[src/rtl/cteq_cal_pkg.sv]
// rtl/cteq_cal_pkg.sv - shared types and majority-vote helper for the CTLE fz calibration
package cteq_cal_pkg;

  typedef enum logic [2:0] {
    ST_IDLE,
    ST_SET,
    ST_SETTLE,
    ST_ACC,
    ST_DECIDE,
    ST_TRACK,
    ST_DONE
  } cal_state_t;

  typedef struct packed {
    logic dec_down;
    logic dec_up;
    logic dec_hold;
  } dec_t;

  localparam int AVG_N_DEF      = 16;
  localparam int SETTLE_CYC_DEF = 64;
  localparam int ONES_W         = $clog2(AVG_N_DEF) + 1;
  localparam int SET_W          = $clog2(SETTLE_CYC_DEF + 1);

  // A tie (exactly half ones) is a hold, never a step.
  function automatic dec_t majority(input int unsigned ones, input int unsigned avg_n);
    dec_t d;
    d.dec_down = (2 * ones) > avg_n;
    d.dec_up   = (2 * ones) < avg_n;
    d.dec_hold = (2 * ones) == avg_n;
    return d;
  endfunction

endpackage

[src/rtl/cteq_cal_acc.sv]
// rtl/cteq_cal_acc.sv - comparator sample window: counts AVG_N samples and the ones among them
module cteq_cal_acc
  import cteq_cal_pkg::*;
#(
  parameter int AVG_N   = AVG_N_DEF,
  parameter int CNT1_W  = $clog2(AVG_N) + 1
) (
  input  logic              clk,
  input  logic              rstb,
  input  logic              clr,
  input  logic              en,
  input  logic              smp,
  output logic [CNT1_W-1:0] ones,
  output logic              acc_done
);

  localparam int CNT_W = $clog2(AVG_N);

  logic [CNT_W-1:0]  cnt_q;
  logic [CNT1_W-1:0] ones_q;

  always_ff @(posedge clk or negedge rstb) begin
    if (!rstb) begin
      cnt_q  <= '0;
      ones_q <= '0;
    end else if (clr) begin
      cnt_q  <= '0;
      ones_q <= '0;
    end else if (en) begin
      cnt_q  <= cnt_q + CNT_W'(1);
      ones_q <= ones_q + CNT1_W'(smp);
    end
  end

  // Asserted while the last sample is taken, so ones is complete on the next cycle.
  assign acc_done = en && (cnt_q == CNT_W'(AVG_N - 1));
  assign ones     = ones_q;

endmodule

[src/rtl/cteq_fz_cal.sv]
// rtl/cteq_fz_cal.sv - SAR search plus optional +/-1 tracking of the CTLE fz DAC code
module cteq_fz_cal
  import cteq_cal_pkg::*;
#(
  parameter int                CODE_W     = 6,
  parameter int                SETTLE_CYC = 64,
  parameter int                AVG_N      = 16,
  parameter logic [CODE_W-1:0] CODE_INIT  = CODE_W'(32)
) (
  input  logic              clk,
  input  logic              rstb,
  input  logic              cal_start,
  input  logic              track_en,
  input  logic              cmp_in,
  output logic [CODE_W-1:0] fz_code,
  output logic              cal_busy,
  output logic              cal_done
);

  localparam int CNT1_W   = $clog2(AVG_N) + 1;
  localparam int SETTLE_W = $clog2(SETTLE_CYC + 1);
  localparam int K_W      = (CODE_W > 1) ? $clog2(CODE_W) : 1;

  cal_state_t          state_q, state_d;
  logic [CODE_W-1:0]   code_q, code_d;
  logic [K_W-1:0]      k_q, k_d;
  logic                sar_q, sar_d;
  logic [SETTLE_W-1:0] set_cnt_q, set_cnt_d;
  logic                busy_q, busy_d;
  logic                done_q, done_d;

  logic [CNT1_W-1:0]   ones;
  logic                acc_done;
  logic [CODE_W-1:0]   kbit;
  dec_t                dec;

  cteq_cal_acc #(
    .AVG_N  (AVG_N),
    .CNT1_W (CNT1_W)
  ) u_acc (
    .clk      (clk),
    .rstb     (rstb),
    .clr      (state_q != ST_ACC),
    .en       (state_q == ST_ACC),
    .smp      (cmp_in),
    .ones     (ones),
    .acc_done (acc_done)
  );

  assign kbit = CODE_W'(1) << k_q;
  assign dec  = majority(int'(ones), AVG_N);

  always_comb begin
    state_d   = state_q;
    code_d    = code_q;
    k_d       = k_q;
    sar_d     = sar_q;
    set_cnt_d = '0;
    case (state_q)
      ST_IDLE, ST_DONE: begin
        if (cal_start) begin
          state_d = ST_SET;
          k_d     = K_W'(CODE_W - 1);
          sar_d   = 1'b1;
        end
      end
      ST_SET: begin
        // The first trial discards whatever code was left from a previous run.
        if (k_q == K_W'(CODE_W - 1)) code_d = kbit;
        else                         code_d = code_q | kbit;
        state_d = ST_SETTLE;
      end
      ST_SETTLE: begin
        if (set_cnt_q == SETTLE_W'(SETTLE_CYC - 1)) state_d = ST_ACC;
        else                                        set_cnt_d = set_cnt_q + SETTLE_W'(1);
      end
      ST_ACC: begin
        if (acc_done) state_d = ST_DECIDE;
      end
      ST_DECIDE: begin
        if (sar_q) begin
          if (dec.dec_down) code_d = code_q & ~kbit;
          if (k_q != '0) begin
            k_d     = k_q - K_W'(1);
            state_d = ST_SET;
          end else if (track_en) begin
            state_d = ST_TRACK;
            sar_d   = 1'b0;
          end else begin
            state_d = ST_DONE;
          end
        end else begin
          if (dec.dec_hold)                            code_d = code_q;
          else if (dec.dec_down && code_q != '0)       code_d = code_q - CODE_W'(1);
          else if (dec.dec_up && code_q != {CODE_W{1'b1}}) code_d = code_q + CODE_W'(1);
          state_d = ST_TRACK;
        end
      end
      ST_TRACK: begin
        if (!track_en) begin
          state_d = ST_DONE;
        end else begin
          state_d = ST_SETTLE;
          sar_d   = 1'b0;
        end
      end
      default: state_d = ST_IDLE;
    endcase

    busy_d = (state_d != ST_IDLE) && (state_d != ST_DONE);
    // While tracking the code stays valid through SETTLE/ACC/DECIDE as well.
    done_d = (state_d == ST_DONE) || (state_d == ST_TRACK) ||
             (!sar_d && (state_d == ST_SETTLE || state_d == ST_ACC || state_d == ST_DECIDE));
  end

  always_ff @(posedge clk or negedge rstb) begin
    if (!rstb) begin
      state_q   <= ST_IDLE;
      code_q    <= CODE_INIT;
      k_q       <= K_W'(CODE_W - 1);
      sar_q     <= 1'b0;
      set_cnt_q <= '0;
      busy_q    <= 1'b0;
      done_q    <= 1'b0;
    end else begin
      state_q   <= state_d;
      code_q    <= code_d;
      k_q       <= k_d;
      sar_q     <= sar_d;
      set_cnt_q <= set_cnt_d;
      busy_q    <= busy_d;
      done_q    <= done_d;
    end
  end

  assign fz_code  = code_q;
  assign cal_busy = busy_q;
  assign cal_done = done_q;

endmodule

[config.mk]
export PLATFORM = sky130hd
export DESIGN_NAME = cteq_fz_cal
export DESIGN_NICKNAME = d
export VERILOG_FILES = /design/src/rtl/cteq_cal_pkg.sv /design/src/rtl/cteq_cal_acc.sv /design/src/rtl/cteq_fz_cal.sv
export SDC_FILE = /design/constraint.sdc
export NUM_CORES = 1
export LEC_CHECK = 0
export BUFFER_PORTS_ARGS = -buffer_cell sky130_fd_sc_hd__buf_2
export CAP_MARGIN = 20
export CORE_MARGIN = 1
export CORE_UTILIZATION = 40
export CTS_CLUSTER_DIAMETER = 100
export DETAILED_ROUTE_END_ITERATION = 16
export HOLD_SLACK_MARGIN = 0.12
export PLACE_DENSITY = 0.56
export SLEW_MARGIN = 10
export SYNTH_ARGS = -nofsm -noshare
export SYNTH_HDL_FRONTEND = slang
export SYNTH_HIERARCHICAL = 1
export SYNTH_SLANG_ARGS = --single-unit
[constraint.sdc]
create_clock -name clk -period 5 [get_ports clk]
set_input_delay 0.25 -clock clk [delete_from_list [all_inputs] [get_ports clk]]
set_output_delay 0.25 -clock clk [all_outputs]
set_load 0.005 [all_outputs]
* Yosys cells after proc, flatten, opt, wreduce, memory -nomap -nowiden
Cells that the tools add are included.
** Storage, ports and cells
- Bits in registers :: 31
- Logic and storage cells :: 96
- Bits of input ports :: 5
- Output and inout port bits :: 8
** Operators by class
- Bitwise logic cells :: 3
- Multiplexer cells :: 31
- Equality and inequality tests :: 24
- Shift operators :: 1
- Magnitude comparators :: 2
- Reductions and logical operators :: 20
- Add/sub/neg operators :: 6
** Operator list (count)
- $mux W6 :: 6
- $mux W3 :: 9
- $eq A3 B3 Y1 const B :: 7
- $pmux W3 S6 :: 1
- $mux W7 :: 2
- $eq A3 B2 Y1 const B :: 4
- $pmux W6 S2 :: 1
- $mux W5 :: 2
- $ne A3 B3 Y1 const B :: 3
- $mux W4 :: 2
- $reduce_and A4 Y1 :: 2
- $add A7 B1 Y7 const B :: 1
- $eq A7 B6 Y1 const B :: 1
- $add A6 B1 Y6 const B :: 1
- $and A6 B6 Y6 :: 1
- $gt A6 B5 Y1 const B :: 1
- $lt A6 B5 Y1 const B :: 1
- $ne A2 B2 Y1 const B :: 3
- $ne A6 B6 Y1 const B :: 1
- $not A6 Y6 :: 1
- $or A6 B6 Y6 :: 1
- $pmux W3 S2 :: 1
- $reduce_bool A2 Y1 :: 3
- $reduce_bool A3 Y1 :: 2
- 19 further kinds :: 30

* Depth between registers and ports, before layout
Gate-level depths: netlist of run 1.
- Word-level depth :: 9
- Gate-level depth with buffers :: 11
- Gate-level depth less buffers :: 11

* Hierarchy
The synthesis of run 1 kept the hierarchy.
** By module, submodules not included
- cteq_fz_cal :: instances 1, area each 1537.7 µm², cells each 177, sequential area each 554.3 µm²
- cteq_cal_acc :: instances 1, area each 489.2 µm², cells each 41, sequential area each 225.2 µm²

* Worst setup path before layout of run 1
OpenSTA, ideal clock, no wires.
- Path kind :: flip-flop to flip-flop
- From :: register code_q[0] (netlist: fz_code[0])
- To :: register code_q[5] (netlist: fz_code[5])
- Path buffers :: 0
- Path slack :: 2.169 ns
- Library setup time :: 0.074 ns
- Data arrival time :: 2.757 ns
- Data required time :: 4.926 ns
- Cell stages (with the launch flop) :: 11
- Clock period less this slack :: 2.831 ns
- Path through :: dfrtp_1 -> or4_4 -> o31ai_4 -> inv_1 -> ha_1 -> a21oi_1 -> o211ai_1 -> a21oi_1 -> xnor2_1 -> mux2_2 -> o22ai_2
** On the way
- Word-level cells in the longest chain between the ends :: 6
- Elaborated cells on any way between the ends :: 13
- Classes of those cells :: add/sub (2); eq/ne (2); mux (5); reduce/logical (4)
** Ends and longest elaborated chain
- start, declared :: line cteq_fz_cal.sv:25 : logic [CODE_W-1:0] code_q, code_d;
- start signal, assigned :: line cteq_fz_cal.sv:127 : code_q <= code_d;
- $add A6 B1 Y6 or $reduce_bool A6 Y1 (tied branches) :: line cteq_fz_cal.sv:95, cteq_fz_cal.sv:94
- $mux W6 or $logic_and A1 B1 Y1 (tied branches) :: line cteq_fz_cal.sv:95, cteq_fz_cal.sv:94
- $mux W6 :: line cteq_fz_cal.sv:94 : else if (dec.dec_down && code_q != '0) code_d = code_q - CODE_W'(1);
- $mux W6 :: line cteq_fz_cal.sv:93 : if (dec.dec_hold) code_d = code_q;
- $mux W6 :: line cteq_fz_cal.sv:81 : if (sar_q) begin
- $pmux W6 S2 :: line cteq_fz_cal.sv:59 : case (state_q)
Several ways; a longest one is shown, not always the timed one. The select of a mux whose other input is x is not followed.
A chain may end at the register's enable or synchronous reset.

* Final worst setup path of run 1
Ends and elaborated chain as after synthesis.

==> out/results.tsv, run 1 <==
metric	value	unit
status	finished, final reports clean	
hold_viol_final	0	
synthFlopType	dfrtp_1	
track_usage	0.169	
fin_crit_sh	0.609	
setup_viol	0	
clock_skew	0.00432	ns
crit_type	reg2reg	
grt_max_degree	32	
crit_chain	or4_4 -> o31ai_4 -> inv_1 -> ha_1 -> a21oi_1 -> o211ai_1 -> a21oi_1 -> xnor2_1 -> mux2_2 -> o22ai_2	
syn_nets	237	
top_usage_layer	met2	
drive_above_1_share	0.160	
clk_pin_slew	0.07	ns
min-delay-path-class	in2reg	
grt_overflow	0	
tightestPinTransition	0.743	ns
slowest_stage	or4_4	
grt_use_met3	0.0387	
cp_common_cell	a21oi_1	
place_hpwl	2.82	mm
area_delta_synth_final	12.1	%
drc	0	
dr.pass1.iters	4	
root_buffer	clkbuf_8	
grt_pass1_vias	1469	
yosysSeqAreaShare	0.385	
cts.sink_count	31	
netlist_area	2030	sq um
first_iter_violations	60	
antenna_found_initial	0	
cp_data_arrival_time	3.26	ns
synth_top_area_share	0.346	
cts_resized	0	
drv_slew	0	
ys_async_sr_fraction	1.00	
wl_per_cell	13.2	um
rows	25	
wirelength	3.93	mm
pin_count	13	
worst_setup_path_end_kind	flop	
gp_congestion	0.847	
fillCellCount	473	
regArea	779	sq um
layout_commonest_cell	dfrtp_1	
clock_latency	0.28	ns
yosys.area.top_type	dfrtp_1	
final_cell_mix	dfrtp_1, nor2_1, nand2_1	
finalPower	0.562	mW
die-area	5360	sq um
grt_first_pass_wirelength	6.92	mm
use_met2	0.253	
vias	1531	
avgSynthCellArea	9.30	sq um
cp.required	5.21	ns
crit_family	compound AO/OA/AOI/OAI gates	
synth_area_leaders	dfrtp_1, ha_1, nor2_1	
multiInputGateArea	1160	sq um
setup_tns	0	ns
die_y	73.2	um
worstPathMaxFanout	7	
die_x	73.2	um
synth_cell_type_count	52	
yosysWarnings	6	
clockBufferDepth	2	
synth-seq-cells	31	
max_stage_delay	0.55	ns
max-vdd-ir-drop	0.182	mV
io_buffers	12	
vias_per_cell	5.14	
htreeDepth	2	
layout_setup_ws	1.95	ns
power.leakage	1.06	nW
cts_tree	yes	
grt_use_met1	0.238	
timing.hold.ws	0.335	ns
initial_core_util	0.424	
diodes	0	
dp_worst_setup_slack	1.97	ns
cts_buffers	5	
antenna_left	0	
final_util	0.475	
rsz0062_at_grt	no	
maxSlewHeadroom	0.500	
cp-start-kind	flop	
critPathBufInv	1	
synthCells	218	
finalNetCount	249	
max_freq	328	MHz
core-area	4790	sq um
power.density	247	nW/um^2
synth_edf_count	0	
maxCapViolCount	0	
finalCriticalPeriod	3.05	ns
[power by group]
| part | internal (mW) | total, mW | switching, mW | leakage (nW) |
|---|---|---|---|---|
| combinational | 0.00587 | 0.0150 | 0.00915 | 0.607 |
| sequential | 0.253 | 0.257 | 0.00401 | 0.390 |
| clock | 0.199 | 0.290 | 0.0913 | 0.0654 |
[registers in the layout, indices dropped and copies added (netlist names), 3 cells and up, named ones only]
signal / cells
set_cnt_q: 7
fz_code: 5
u_acc/ones: 5
u_acc/cnt_q: 4
k_q: 3
state_q: 3
[final cells by class]
class | count | area share
inverter | 12 | 0.0198
tap | 67 | 0.0369
multi-input combinational | 167 | 0.511
clock buffer | 6 | 0.0319
timing repair buffer | 13 | 0.0308
sequential | 31 | 0.343
clock inverter | 2 | 0.0264
[final timing paths]
| kind | cells past startpoint | startpoint | to | slack [ns] |
|---|---|---|---|---|
| min reg2reg | 1 | set_cnt_q[0]$_DFF_PN0_ | set_cnt_q[0]$_DFF_PN0_ | 0.46 |
| min in group asynchronous | 2 | rstb | set_cnt_q[5]$_DFF_PN0_ | 0.56 |
| min | 4 | cmp_in | u_acc/ones[0]$_DFFE_PN0P_ | 0.34 |
| max reg2reg | 10 | fz_code[0]$_DFFE_PN0P_ | fz_code[5]$_DFFE_PN1P_ | 1.95 |
| max in group asynchronous | 2 | rstb | fz_code[2]$_DFFE_PN0P_ | 3.99 |
| max | 10 | fz_code[0]$_DFFE_PN0P_ | fz_code[5]$_DFFE_PN1P_ | 1.95 |
[logic make-up after synthesis]
group | synth area share
DFF | 0.385
buffers and inverters | 0.0426
AOI/OAI and AO/OA | 0.180
adders and majority gates | 0.0901
xor gates and xnor gates | 0.0346
muxes | 0.0389
and+or+nand+nor | 0.230
[per-layer routing]
layer | wire [um] | vias to the layer above
met5 | 0 | -
met4 | 55 | 0
met3 | 118 | 6
met2 | 1690 | 19
met1 | 2070 | 715
li1 | - | 791
[synth_stat cells (all sizes together) (3+ instances only)]
cell,instances
a21oi,13
a31oi,3
and3,3
buf,3
clkbuf,5
dfrtp,28
dfstp,3
ha,13
inv,12
mux2,4
mux2i,3
nand2,20
nand2b,5
nand3,7
nand3b,3
nand4,5
nor2,22
nor2b,8
nor3,4
o211ai,3
o21ai,14
o31ai,3
xnor2,6
[timing repair]
| item | CTS | global route |
|---|---|---|
| buffers inserted | 0 | 0 |
| hold endpoints to repair | 28 | 0 |
| hold buffers | 1 | 0 |
[tightest hold or removal path, stage by stage]
cell and delay (ns):
buf_2 0.08, ha_1 0.11, mux2i_1 0.06, nor2_1 0.08
[metrics by stage]
stage | cells | instance area [sq um]
after CTS | 298 | 2270
after detailed placement | 289 | 2130
after global placement | 289 | 2130
after global routing | 298 | 2270
after floorplan | 218 | 2030
final | 298 | 2270
No activity file was read; power rests on OpenSTA's default activity.
==> run 2, diff against run 1 <==
Settings changed: ABC_AREA from default to 1, PLACE_DENSITY 0.56 to 0.59.
Clock period 5 ns to 2.5 ns, I/O delays scaled along.
==> run 2 against run 1 <==
Compared with the run above:
- cell count grew 26%
- combinational power grew to 53 times the previous value
- clock skew grew 0.0033 ns
- sequential power increased to 2.9 times the previous value
- maximum frequency grew 44%
- utilization increased by 0.14 points
- total power increased to 3.4 times the previous value
- sequential share of layout area is 0.54 points lower
- wire length grew 8.1%
- setup slack got worse by 1.6 ns
- non-clock buffer count up 3
- highest routed layer unchanged
- clock-buffer cell count increased by 1
- largest power group is now combinational cells
==> out/results.tsv, run 2 <==
metric	value	unit
holdPathEnd	u_acc/ones[0]$_DFFE_PN0P_	
regMostFlops	set_cnt_q	
root_buffer	clkbuf_8	
wirelength	4.25	mm
track_usage	0.180	
yosysMostFrequentCell	nand2_1	
core-area	4850	sq um
whs_path_depth	4	
yosysSeqAreaShare	0.378	
grt_max_degree	32	
fin_area	2310	sq um
largest_register_ff_count	7	
die_x	73.8	um
max_freq	473	MHz
synth_area_leaders	dfrtp_1, nand2_1, ha_1	
clockBufferDepth	2	
ys_async_sr_fraction	1.00	
fin_crit_sh	0.847	
cp_data_arrival_time	2.33	ns
timing.rr.end	fz_code[5]$_DFFE_PN1P_	
worstHoldStart	cmp_in	
syn_nets	305	
max-vdd-ir-drop	0.476	mV
initial_core_util	0.425	
status	finished, final reports clean	
io_buffers	12	
cts_tree	yes	
pin_count	13	
antenna_left	0	
htreeDepth	2	
clk_pin_slew	0.07	ns
power.leakage	1.22	nW
place_area	2220	sq um
synthFlopType	dfrtp_1	
worstPathMaxFanout	6	
grt_pass1_vias	1649	
rsz0062_at_grt	no	
gp_congestion	0.854	
timing.rr.start	fz_code[5]$_DFFE_PN1P_	
power.density	829	nW/um^2
synth_edf_count	0	
layout_setup_ws	0.384	ns
rows	25	
yosys.area.top_type	dfrtp_1	
diodes	0	
drc	0	
first_iter_violations	57	
fillCellCount	514	
crit_type	reg2reg	
timing.hold.ws	0.196	ns
synth_commonest_cells	nand2_1, inv_1, nor2_1	
maxCapViolCount	0	
final_cell_mix	nand2_1, inv_1, nor2_1	
die_y	73.8	um
maxSlewHeadroom	0.524	
synth-seq-cells	31	
drv_slew	0	
finalNetCount	327	
setup_viol	0	
cp-start-kind	flop	
wl_per_cell	11.3	um
vias	1818	
layout_commonest_cell	nand2_1	
grt_first_pass_wirelength	7.32	mm
finalCriticalPeriod	2.12	ns
cts_setup_buffers	0	
worst_setup_path_end_kind	flop	
r2r_cells	12	
netlist_area	2060	sq um
dp_worst_setup_slack	0.407	ns
synth_top_area_share	0.340	
clock_skew	0.00758	ns
cp.required	2.71	ns
yosysWarnings	6	
antenna_found_initial	0	
dr.pass1.iters	4	
grt_overflow	0	
cts_buffers	5	
tightestPinTransition	0.714	ns
min-delay-path-class	in2reg	
synth_cell_type_count	28	
clock_latency	0.28	ns
hold_viol_final	0	
r2r_setup_slack	0.38	ns
area_delta_synth_final	12.0	%
drive_above_1_share	0.146	
setup_tns	0	ns
die-area	5450	sq um
cts.sink_count	31	
place_hpwl	3.18	mm
synthCells	286	
avgSynthCellArea	7.21	sq um
vias_per_cell	4.84	
==> run 2: what timing repair did <==
item                                    4_1_cts  5_1_grt
resized for setup                             0        0
hold buffers                                  1        0
endpoints found under the setup margin        0        0
hold endpoints to repair                     28        0
==> run 2: cell type report <==
cell class | instances | area [sq um] | share of cell area
well taps | 67 | 83.8 | 0.0363
clock inverters | 1 | 5.00 | 0.00217
flip-flops and latches | 31 | 779 | 0.338
clock buffers | 7 | 76.3 | 0.0331
repair buffers | 16 | 92.6 | 0.0401
inverters | 46 | 180 | 0.0780
multi-input cells | 208 | 1090 | 0.473
==> run 2: worst max-delay path: stages (launching register included) <==
cell     delay, ns
dfstp_2       0.58
nor2_1        0.06
nand3_1       0.10
nand3_1       0.17
inv_1         0.17
ha_1          0.29
a21oi_1       0.17
nand2_1       0.10
nand2_1       0.07
nand2_1       0.06
nand3_1       0.08
nand3_1       0.08
a21oi_1       0.14
==> run 2: worst max path at each step <==
| stage | start | endpoint | slack, ns |
|---|---|---|---|
| floorplan | fz_code[5]$_DFFE_PN1P_ | fz_code[4]$_DFFE_PN0P_ | 0.60 |
| detailed placement | fz_code[5]$_DFFE_PN1P_ | fz_code[5]$_DFFE_PN1P_ | 0.41 |
| CTS | fz_code[5]$_DFFE_PN1P_ | fz_code[5]$_DFFE_PN1P_ | 0.40 |
| finish | fz_code[5]$_DFFE_PN1P_ | fz_code[5]$_DFFE_PN1P_ | 0.38 |
| global placement | fz_code[5]$_DFFE_PN1P_ | fz_code[3]$_DFFE_PN0P_ | 0.48 |
| global route | fz_code[5]$_DFFE_PN1P_ | fz_code[5]$_DFFE_PN1P_ | 0.16 |
==> run 2: report_power, final <==
group,switching [mW],internal [mW],leakage (nW)
Combinational,0.511,0.289,0.769
Clock,0.182,0.195,0.0422
Sequential,0.114,0.623,0.405
Total,0.807,1.11,1.22
==> run 2: layer usage <==
metal / GRT usage / vias to the layer above / part of all wire
met5: 0 / - / 0
met4: 0.0641 / 0 / 0.010
met3: 0.0439 / 5 / 0.033
met2: 0.286 / 30 / 0.45
met1: 0.237 / 831 / 0.50
li1: - / 952 / -
==> run 2: through the flow <==
| stage | total power, mW | instances | util |
|---|---|---|---|
| 2_1_floorplan | 1.31 | 286 | - |
| 4_1_cts | 1.94 | 376 | 0.476 |
| 3_3_place_gp | 1.54 | 367 | 0.457 |
| 6_report | 1.91 | 376 | 0.476 |
| 5_1_grt | 2.10 | 376 | 0.476 |
| 3_5_place_dp | 1.55 | 367 | 0.457 |
==> run 2: kinds of logic after synthesis <==
kind of cell / count (synthesis) / share of synthesized area
AOI/OAI and AO/OA: 39 / 0.104
buffers and inverters: 47 / 0.0928
xor gates and xnor gates: 1 / 0.00425
DFF: 31 / 0.378
adders and majority gates: 14 / 0.0886
and+or+nand+nor: 154 / 0.332
==> run 3, diff against run 2 <==
Clock period 2.5 ns to 1.9 ns, I/O delays scaled along.
==> run 3 against run 2 <==
Compared with the run above:
- wire length increased by 7.0%
- via count up 5.9%
- clock-buffer cell count rose by 1
- critical path type unchanged
- first-iteration DRC count up 25%
- highest routed layer unchanged
- die area unchanged
- register-to-register slack got worse by 0.38 ns
- critical endpoint is now fz_code[2]$_DFFE_PN0P_
- maximum frequency rose by 11%
==> out/results.tsv, run 3 (synthesis results as in run 2) <==
metric	value	unit
status	finished, final reports clean	
drv_slew	0	
clk_pin_slew	0.07	ns
cp_data_arrival_time	2.07	ns
rsz0062_at_grt	yes	
whs_path_depth	4	
sw_frac_of_total	0.412	
initial_core_util	0.425	
first_iter_violations	71	
p_int	1.62	mW
r2r_cells	13	
antenna_left	0	
worstHoldStart	cmp_in	
cp-start-kind	flop	
area_delta_synth_final	22.5	%
max_freq	527	MHz
final_cell_mix	nand2_1, inv_1, nor2_1, dfrtp_1, nand3_1	
power.switching	1.14	mW
core-area	4850	sq um
fillCellCount	486	
hold_viol_final	0	
wirelength	4.54	mm
grt_first_pass_wirelength	7.78	mm
power_frac_clock	0.209	
maxSlewHeadroom	0.520	
power.leakage	1.30	nW
htreeDepth	2	
tightestPinTransition	0.720	ns
regArea	779	sq um
grt_pass1_vias	1764	
pwr-share-comb	0.453	
antenna_found_initial	0	
crit_type	reg2reg	
rows	25	
maxCapViolCount	0	
die_y	73.8	um
gp_congestion	0.818	
vias_per_cell	4.91	
regMostFlops	set_cnt_q	
setup_tns	0	ns
drive_above_1_share	0.243	
cts_tree	yes	
r2r_setup_slack	0.001	ns
finalCriticalPeriod	1.90	ns
vias	1926	
max-vdd-ir-drop	0.593	mV
io_buffers	12	
worstPathMaxFanout	3	
grt_max_degree	32	
drc	0	
diodes	0	
cts_buffers	5	
holdPathEnd	u_acc/ones[0]$_DFFE_PN0P_	
fin_crit_sh	0.999	
die_x	73.8	um
clock_latency	0.28	ns
fin_area	2530	sq um
power_frac_seq	0.338	
place_hpwl	3.37	mm
clockBufferDepth	2	
grt_overflow	0	
dr.pass1.iters	4	
setup_viol	0	
finalNetCount	343	
cts.sink_count	31	
timing.rr.end	fz_code[2]$_DFFE_PN0P_	
min-delay-path-class	in2reg	
die-area	5450	sq um
cp-startpoint	fz_code[5]$_DFFE_PN1P_	
track_usage	0.189	
cp.required	2.07	ns
place_area	2310	sq um
timing.rr.start	fz_code[5]$_DFFE_PN1P_	
root_buffer	clkbuf_8	
layout_commonest_cell	nand2_1	
clock_skew	0.00512	ns
worst_setup_path_end_kind	flop	
power.density	1090	nW/um^2
multiInputGateArea	1170	sq um
largest_register_ff_count	7	
wl_per_cell	11.6	um
pin_count	13	
run 3: cell count changes in the layout (fill, tap and decap cells not counted), moves of 3 or more:
cell     previous run  this run
nand3_2             1         4
buf_4               3        19
nor2_1             32        28
a21oi_2             0         3
nor2_2              7        11
o21ai_1             2         5
nand3_1            30        26
a21oi_1            14        11
o21ai_0            15        12
run 3: final cells by class:
| cell class | count | area share |
|---|---|---|
| tap | 67 | 0.0332 |
| clock buffer | 8 | 0.0396 |
| inverter | 46 | 0.0713 |
| multi-input combinational | 208 | 0.463 |
| timing repair buffer | 32 | 0.0842 |
| sequential | 31 | 0.309 |
run 3: through the flow:
| step | util | setup WS [ns] | std cells | hold WS (ns) | power (mW) |
|---|---|---|---|---|---|
| 5_1_grt | 0.521 | -0.130 | 392 | 0.204 | 3.01 |
| 6_report | 0.521 | 0.00139 | 392 | 0.173 | 2.76 |
| 2_1_floorplan | - | 0.00471 | 286 | -0.201 | 1.72 |
| 3_3_place_gp | 0.477 | -0.0796 | 380 | 0.194 | 2.11 |
| 4_1_cts | 0.507 | -0.000142 | 390 | 0.174 | 2.73 |
| 3_5_place_dp | 0.477 | -0.130 | 380 | 0.191 | 2.12 |
run 3: worst max-delay path by stage:
stage                             end  slack (ns)  cells past startpoint
5_1_grt        fz_code[5]$_DFFE_PN1P_       -0.13                     14
3_5_place_dp   fz_code[5]$_DFFE_PN1P_       -0.13                     12
4_1_cts        fz_code[4]$_DFFE_PN0P_     -0.0001                     11
6_report       fz_code[2]$_DFFE_PN0P_       0.001                     13
2_1_floorplan  fz_code[4]$_DFFE_PN0P_       0.005                     11
3_3_place_gp   fz_code[4]$_DFFE_PN0P_       -0.08                     11
run 3: power groups by stage:
stage / Combinational, mW / Clock, mW / Sequential [mW]
finish: 1.25 / 0.578 / 0.933
global route: 1.43 / 0.621 / 0.954
CTS: 1.21 / 0.595 / 0.926
detailed placement: 1.18 / 0 / 0.935
global placement: 1.17 / 0 / 0.933
floorplan: 0.759 / 0 / 0.965
run 3: layer usage:
layer | GRT usage | part of all wire
met1 | 0.247 | 0.49
met5 | 0 | 0
met3 | 0.0357 | 0.030
met4 | 0.0705 | 0.015
met2 | 0.309 | 0.47
run 3: worst max-delay path: stages, from the launching register on:
cell,delay (ns)
dfstp_2,0.53
nor2_1,0.05
nand3_2,0.09
nand3_4,0.08
buf_4,0.14
fa_2,0.32
inv_2,0.08
a21oi_1,0.06
o21ai_1,0.11
o31ai_1,0.10
nand2_1,0.07
nand2_1,0.04
nand2_1,0.05
o21ai_1,0.06
run 3: what timing repair did:
item / 4_1_cts / 5_1_grt
setup buffers: 1 / 2
gates resized for setup: 8 / 13
setup endpoints to repair: 4 / 4
hold buffers: 1 / 0
hold endpoints to repair: 28 / 0
pin swaps: 1 / 8
